==> src/rtl/bit_mem_pkg.sv <==
// Shared constants and FSM encoding for the 16x1 pattern bit memory write path.
package bit_mem_pkg;

  localparam int BIT_MEM_DEPTH        = 16;
  localparam int BIT_MEM_ADDR_W       = 4;
  localparam int DEBOUNCE_100MHZ_10MS = 1000000;
  localparam int DEBOUNCE_CNT_W       = 20;

  typedef enum logic [1:0] {
    IDLE  = 2'd0,
    WRITE = 2'd1,
    FULL  = 2'd2
  } writer_state_e;

endpackage

==> src/rtl/button_debouncer.sv <==
// Two-flop synchronizer followed by a stability counter; level only moves after
// the synchronized input has disagreed with it for DEBOUNCE_CYCLES consecutive cycles.
module button_debouncer
  import bit_mem_pkg::*;
#(
  parameter int DEBOUNCE_CYCLES = DEBOUNCE_100MHZ_10MS,
  parameter int DB_CNT_W        = DEBOUNCE_CNT_W
) (
  input  logic clock_100Mhz,
  input  logic reset,
  input  logic raw,
  output logic level
);

  logic                sync1_q;
  logic                sync2_q;
  logic [DB_CNT_W-1:0] cnt_q;
  logic [DB_CNT_W-1:0] cnt_d;
  logic                level_q;
  logic                level_d;

  // Any agreement between input and level restarts the stability window.
  always_comb begin
    cnt_d   = '0;
    level_d = level_q;
    if (sync2_q != level_q) begin
      if (cnt_q == DB_CNT_W'(DEBOUNCE_CYCLES - 1)) begin
        level_d = sync2_q;
      end else begin
        cnt_d = cnt_q + 1'b1;
      end
    end
  end

  always_ff @(posedge clock_100Mhz) begin
    if (reset) begin
      sync1_q <= 1'b0;
      sync2_q <= 1'b0;
      cnt_q   <= '0;
      level_q <= 1'b0;
    end else begin
      sync1_q <= raw;
      sync2_q <= sync1_q;
      cnt_q   <= cnt_d;
      level_q <= level_d;
    end
  end

  assign level = level_q;

endmodule

==> src/rtl/bit_stream_writer.sv <==
// Write side of the pattern bit memory: each debounced button press stores the
// synchronized slide-switch bit at the next BRAM address until the memory is full.
module bit_stream_writer
  import bit_mem_pkg::*;
#(
  parameter int ADDR_W          = BIT_MEM_ADDR_W,
  parameter int DEPTH           = BIT_MEM_DEPTH,
  parameter int DEBOUNCE_CYCLES = DEBOUNCE_100MHZ_10MS,
  parameter int DB_CNT_W        = DEBOUNCE_CNT_W
) (
  input  logic              clock_100Mhz,
  input  logic              reset,
  input  logic              bit_in,
  input  logic              btn_write,
  input  logic              clear,
  output logic              wea,
  output logic [ADDR_W-1:0] addra,
  output logic              dina,
  output logic [ADDR_W:0]   write_count,
  output logic              full,
  output logic              overflow
);

  localparam logic [ADDR_W:0] CNT_FULL = (ADDR_W + 1)'(DEPTH);

  logic          bit_sync1_q;
  logic          bit_sync2_q;
  logic          btn_level;
  logic          btn_level_q;
  logic          press;
  writer_state_e state_q;
  writer_state_e state_d;
  logic [ADDR_W:0] count_q;
  logic [ADDR_W:0] count_d;
  logic          overflow_q;
  logic          overflow_d;
  logic          dina_q;
  logic          dina_d;

  button_debouncer #(
    .DEBOUNCE_CYCLES (DEBOUNCE_CYCLES),
    .DB_CNT_W        (DB_CNT_W)
  ) u_btn_debouncer (
    .clock_100Mhz (clock_100Mhz),
    .reset        (reset),
    .raw          (btn_write),
    .level        (btn_level)
  );

  assign press = btn_level & ~btn_level_q;
  assign full  = (count_q == CNT_FULL);

  // clear outranks every transition, so a press or WRITE alongside it is dropped.
  always_comb begin
    state_d    = state_q;
    count_d    = count_q;
    overflow_d = overflow_q;
    dina_d     = dina_q;
    if (clear) begin
      state_d    = IDLE;
      count_d    = '0;
      overflow_d = 1'b0;
    end else begin
      case (state_q)
        IDLE: begin
          if (press && !full) begin
            state_d = WRITE;
            dina_d  = bit_sync2_q;
          end
        end
        WRITE: begin
          count_d = count_q + 1'b1;
          state_d = (count_d == CNT_FULL) ? FULL : IDLE;
        end
        FULL: begin
          if (press) begin
            overflow_d = 1'b1;
          end
        end
        default: state_d = IDLE;
      endcase
    end
  end

  always_ff @(posedge clock_100Mhz) begin
    if (reset) begin
      bit_sync1_q <= 1'b0;
      bit_sync2_q <= 1'b0;
      btn_level_q <= 1'b0;
      state_q     <= IDLE;
      count_q     <= '0;
      overflow_q  <= 1'b0;
      dina_q      <= 1'b0;
    end else begin
      bit_sync1_q <= bit_in;
      bit_sync2_q <= bit_sync1_q;
      btn_level_q <= btn_level;
      state_q     <= state_d;
      count_q     <= count_d;
      overflow_q  <= overflow_d;
      dina_q      <= dina_d;
    end
  end

  assign wea         = (state_q == WRITE) && !clear;
  assign addra       = count_q[ADDR_W-1:0];
  assign dina        = dina_q;
  assign write_count = count_q;
  assign overflow    = overflow_q;

endmodule

==> config.mk <==
export PLATFORM = sky130hd
export DESIGN_NAME = bit_stream_writer
export DESIGN_NICKNAME = d
export VERILOG_FILES = /design/src/rtl/bit_mem_pkg.sv /design/src/rtl/button_debouncer.sv /design/src/rtl/bit_stream_writer.sv
export SDC_FILE = /design/constraint.sdc
export NUM_CORES = 1
export LEC_CHECK = 0
export ABC_AREA = 1
export BUFFER_PORTS_ARGS = -buffer_cell sky130_fd_sc_hd__buf_2
export CAP_MARGIN = 25
export CORE_ASPECT_RATIO = 0.75
export CORE_MARGIN = 3
export CORE_UTILIZATION = 52
export DETAILED_ROUTE_END_ITERATION = 16
export PLACE_DENSITY = 0.86
export SETUP_SLACK_MARGIN = 0.15
export SLEW_MARGIN = 25
export SYNTH_ARGS = -nofsm -noshare
export SYNTH_HDL_FRONTEND = slang
export SYNTH_SLANG_ARGS = --single-unit
export TNS_END_PERCENT = 5
==> constraint.sdc <==
create_clock -name clock_100Mhz -period 1.2 [get_ports clock_100Mhz]
set_input_delay 0.12 -clock clock_100Mhz [delete_from_list [all_inputs] [get_ports clock_100Mhz]]
set_output_delay 0.12 -clock clock_100Mhz [all_outputs]
set_load 0.03 [all_outputs]
==> impl_metrics.prom <==
# TYPE chip_impl_metric gauge
chip_impl_info{name="run_status",value="complete, but fails checks"} 1
chip_impl_info{name="violations",value="negative setup slack"} 1
chip_impl_metric{name="postLayoutSetupSlackWorst",unit="ps"} -117
chip_impl_info{name="hold_path_class",value="input port to register"} 1
chip_impl_metric{name="final_cell_count_no_fill",unit=""} 340
chip_impl_info{name="hold_path.startpoint",value="bit_in"} 1
chip_impl_metric{name="register_area",unit="µm²"} 721
chip_impl_metric{name="cp_data_arrival_time",unit="ps"} 1200
chip_impl_metric{name="grt_first_pass_wirelength",unit="mm"} 6.98
chip_impl_info{name="mostFrequentLayoutCells",value="sky130_fd_sc_hd__nor2_1 (52), sky130_fd_sc_hd__nand2_1 (49), sky130_fd_sc_hd__buf_4 (29)"} 1
chip_impl_metric{name="synth_seq_area_share",unit="%"} 39.9
chip_impl_metric{name="synth.top_cell.area_share",unit="%"} 39.9
chip_impl_info{name="rsz0062_at_grt",value="true"} 1
chip_impl_info{name="yosys.area.top_type",value="sky130_fd_sc_hd__dfxtp_1"} 1
chip_impl_metric{name="finalSetupViolCount",unit=""} 24
chip_impl_metric{name="drv_slew",unit=""} 0
chip_impl_metric{name="timing.max_cap.violations",unit=""} 0
chip_impl_metric{name="relSlewSlack",unit="%"} 84.0
chip_impl_metric{name="core_footprint",unit="mm²"} 0.00308
chip_impl_metric{name="power.static_leakage",unit="nW"} 0.910
chip_impl_metric{name="fillerInstances",unit=""} 191
chip_impl_metric{name="post_route_cells_drive_above_1_share",unit="%"} 36.1
chip_impl_metric{name="power_density",unit="mW/mm²"} 959
chip_impl_metric{name="avgViaCountPerCell",unit=""} 5.20
chip_impl_metric{name="worst_endpoint_required_time",unit="ps"} 1080
chip_impl_metric{name="ff2ff_setup_slack",unit="ps"} -120
chip_impl_metric{name="tightest_slew",unit="ps"} 240
chip_impl_metric{name="clk-insertion-delay-late",unit="ps"} 280
chip_impl_metric{name="holdWs",unit="ps"} 40.3
chip_impl_metric{name="globalRouteTotalUtil",unit="%"} 21.7
chip_impl_info{name="endpoint_kind",value="output pin"} 1
chip_impl_metric{name="finish.net_count",unit=""} 310
chip_impl_metric{name="yosysWarnings",unit=""} 0
chip_impl_metric{name="worst-path-max-fanout",unit=""} 8
chip_impl_info{name="min_delay_worst_endpoint",value="bit_sync1_q"} 1
chip_impl_metric{name="number_of_cell_rows",unit=""} 17
chip_impl_metric{name="finalCritPeriodShare",unit="%"} 110
chip_impl_metric{name="synth_fp_nets",unit=""} 259
chip_impl_metric{name="tritoncts_num_sinks",unit=""} 35
chip_impl_metric{name="time_the_worst_path_needs_with_i_o_delays_and_setup",unit="ps"} 1320
chip_impl_metric{name="path_clk_slew",unit="ps"} 70
chip_impl_metric{name="timing.fmax",unit="MHz"} 759
chip_impl_metric{name="timing.reg2reg.worst_path_depth",unit=""} 7
chip_impl_metric{name="largest_net_degree_at_the_start_of_global_routing",unit=""} 21
chip_impl_metric{name="routed_wl",unit="mm"} 4.70
chip_impl_metric{name="globalRoute.totalOverflow",unit=""} 0
chip_impl_metric{name="dp.final_hpwl",unit="mm"} 2.83
chip_impl_metric{name="clock_skew",unit="ps"} 6.83
chip_impl_metric{name="start_util",unit="%"} 56.9
chip_impl_metric{name="whs_path_depth",unit=""} 3
chip_impl_metric{name="finalWeightedCongestion",unit=""} 0.915
chip_impl_metric{name="clock_tree.htree_level_count",unit=""} 2
chip_impl_metric{name="detailroute.via_count",unit=""} 1767
chip_impl_metric{name="yosys_register_bits",unit=""} 35
chip_impl_metric{name="drtPass1Iterations",unit=""} 6
chip_impl_metric{name="synth_area_per_cell",unit="µm²"} 7.02
chip_impl_info{name="crit-reg2reg-capture",value="u_btn_debouncer.cnt_q[13]"} 1
chip_impl_metric{name="die_w",unit="µm"} 73.1
chip_impl_metric{name="ctsLongestPathBuffers",unit=""} 2
chip_impl_metric{name="tritoncts.num_buffers",unit=""} 5
chip_impl_metric{name="drc",unit=""} 0
chip_impl_metric{name="netlist_instances",unit=""} 250
chip_impl_metric{name="final_hold_viol_count",unit=""} 0
chip_impl_info{name="synth_top_cells_by_area",value="sky130_fd_sc_hd__dfxtp_1 (40%), sky130_fd_sc_hd__nor2_1 (12%), sky130_fd_sc_hd__nand2_1 (11%)"} 1
chip_impl_info{name="worstSetupPathType",value="register to output pin"} 1
chip_impl_metric{name="mappedNetlistArea",unit="mm²"} 0.00176
chip_impl_metric{name="netlist-cell-type-count",unit=""} 25
chip_impl_info{name="final_common_cell",value="sky130_fd_sc_hd__nor2_1"} 1
chip_impl_info{name="regToRegStartpoint",value="u_btn_debouncer.cnt_q[0]"} 1
chip_impl_metric{name="dr.first_iter.drc_count",unit=""} 175
chip_impl_metric{name="number_of_antenna_violations_at_the_first_check_in_global_routing",unit=""} 0
chip_impl_metric{name="boundaryPins",unit=""} 18
chip_impl_metric{name="multi_input_combinational_cell_area",unit="µm²"} 992
chip_impl_metric{name="routedWlPerCell",unit="µm"} 13.8
chip_impl_metric{name="number_of_global_route_vias_before_repair",unit=""} 1648
chip_impl_metric{name="floorplan.die_area",unit="mm²"} 0.00412
chip_impl_info{name="cts_tree",value="done"} 1
chip_impl_metric{name="placed_instances",unit=""} 324
chip_impl_metric{name="antenna_cells_inserted",unit=""} 0
chip_impl_metric{name="placement.io_buffers",unit=""} 17
chip_impl_metric{name="timing.setup.tns",unit="ps"} -2390
chip_impl_info{name="crit_path_start_kind",value="register"} 1
chip_impl_metric{name="max-vdd-ir-drop",unit="mV"} 0.924
chip_impl_metric{name="route.antenna.remaining_nets",unit=""} 0
chip_impl_info{name="cts_root_buffer",value="sky130_fd_sc_hd__clkbuf_8"} 1
chip_impl_metric{name="dieHeight",unit="µm"} 56.3
chip_impl_metric{name="synthToLayoutAreaGrowth",unit="%"} 37.6
layer usage:
metal | track usage (%) | share of wire, % | vias to the layer above
met5 | 0 | 0 | -
met4 | 7.89 | 3.1 | 0
met3 | 5.01 | 5.4 | 20
met2 | 35.0 | 48 | 70
met1 | 28.0 | 43 | 810
li1 | - | - | 867
repair_timing:
action                     in CTS  in global routing
setup buffers                   2                  4
hold buffers                    0                  0
pin swaps                       3                  8
gates resized for setup        16                 25
setup endpoints to repair      26                 34
gates cloned                    0                  2
kinds of logic (layout without fill, tap and decap cells):
group / Yosys count / count (layout) / share of synthesized area [%]
DFF: 35 / 35 / 39.9
and+or+nand+nor: 142 / 142 / 35.9
adders and majority gates: 4 / 4 / 2.85
AOI/OAI and AO/OA: 18 / 18 / 5.63
xor gates and xnor gates: 11 / 11 / 5.49
buffers and inverters: 40 / 92 / 10.3
cell type report:
| type | instances | share of cell area [%] |
|---|---|---|
| tap | 38 | 1.97 |
| clock inverter | 2 | 1.45 |
| timing repair buffer | 51 | 16.8 |
| clock buffer | 6 | 3.42 |
| sequential | 35 | 29.8 |
| multi-input combinational | 175 | 41.1 |
| inverter | 33 | 5.44 |
through the flow:
step | total power, mW | worst slack (ps) | cell area, µm² | utilization [%]
final | 2.32 | -117 | 2420 | 78.3
after detailed placement | 1.24 | -91.5 | 2080 | 67.6
after global routing | 2.39 | -180 | 2420 | 78.3
after global placement | 1.24 | -63.1 | 2080 | 67.6
after floorplan | 1.22 | -30.6 | 1800 | -
after CTS | 2.32 | -100 | 2260 | 73.4
worst max-delay path, stage by stage, from the launching register on:
cell                      delay [ps]
sky130_fd_sc_hd__dfxtp_2         370
sky130_fd_sc_hd__nor2_1          210
sky130_fd_sc_hd__nand3_4         110
sky130_fd_sc_hd__inv_4            90
sky130_fd_sc_hd__buf_6           130
flip-flops by register name, summed over array words and instances (netlist names):
| register | cells |
|---|---|
| state_q | 2 |
| dina | 1 |
| btn_level_q | 1 |
| u_btn_debouncer.cnt_q | 20 |
| bit_sync2_q | 1 |
| u_btn_debouncer.sync1_q | 1 |
| u_btn_debouncer.sync2_q | 1 |
| overflow | 1 |
| write_count | 5 |
| u_btn_debouncer.level | 1 |
| bit_sync1_q | 1 |
report_power, final:
| group | internal, mW | switching, mW | total [mW] |
|---|---|---|---|
| Sequential | 1.16 | 0.00323 | 1.17 |
| Combinational | 0.0252 | 0.0328 | 0.0580 |
| Clock | 0.672 | 0.420 | 1.09 |
cells in the mapped netlist:
cell type and n:
sky130_fd_sc_hd__nor2_1 58, sky130_fd_sc_hd__nand2_1 51, sky130_fd_sc_hd__dfxtp_1 35, sky130_fd_sc_hd__inv_1 33, sky130_fd_sc_hd__nand3_1 10, sky130_fd_sc_hd__a21oi_1 9
sky130_fd_sc_hd__xnor2_1 6, sky130_fd_sc_hd__nand2_2 5, sky130_fd_sc_hd__nand4_1 5, sky130_fd_sc_hd__nor2_2 5, sky130_fd_sc_hd__o21ai_0 5, sky130_fd_sc_hd__xor2_1 5
sky130_fd_sc_hd__buf_4 4, sky130_fd_sc_hd__ha_1 4, sky130_fd_sc_hd__nor2_4 4, sky130_fd_sc_hd__buf_6 2, sky130_fd_sc_hd__a211oi_1 1, sky130_fd_sc_hd__a21oi_2 1
sky130_fd_sc_hd__clkbuf_1 1, sky130_fd_sc_hd__nand3_2 1, sky130_fd_sc_hd__nor3_1 1, sky130_fd_sc_hd__nor3_2 1, sky130_fd_sc_hd__o21a_1 1, sky130_fd_sc_hd__o21ai_1 1
sky130_fd_sc_hd__or2_2 1
worst max path at each step:
stage	to	slack [ps]	cells past startpoint	startpoint
2_1_floorplan	u_btn_debouncer.cnt_q[12]	-30	7	u_btn_debouncer.cnt_q[0]
3_3_place_gp	u_btn_debouncer.cnt_q[11]	-60	6	u_btn_debouncer.cnt_q[3]
3_5_place_dp	u_btn_debouncer.cnt_q[13]	-90	7	u_btn_debouncer.cnt_q[1]
4_1_cts	u_btn_debouncer.cnt_q[13]	-100	7	u_btn_debouncer.cnt_q[0]
5_1_grt	u_btn_debouncer.cnt_q[18]	-180	8	u_btn_debouncer.cnt_q[14]
6_report	full	-120	4	write_count[2]
No activity file was read; power rests on OpenSTA's default activity.
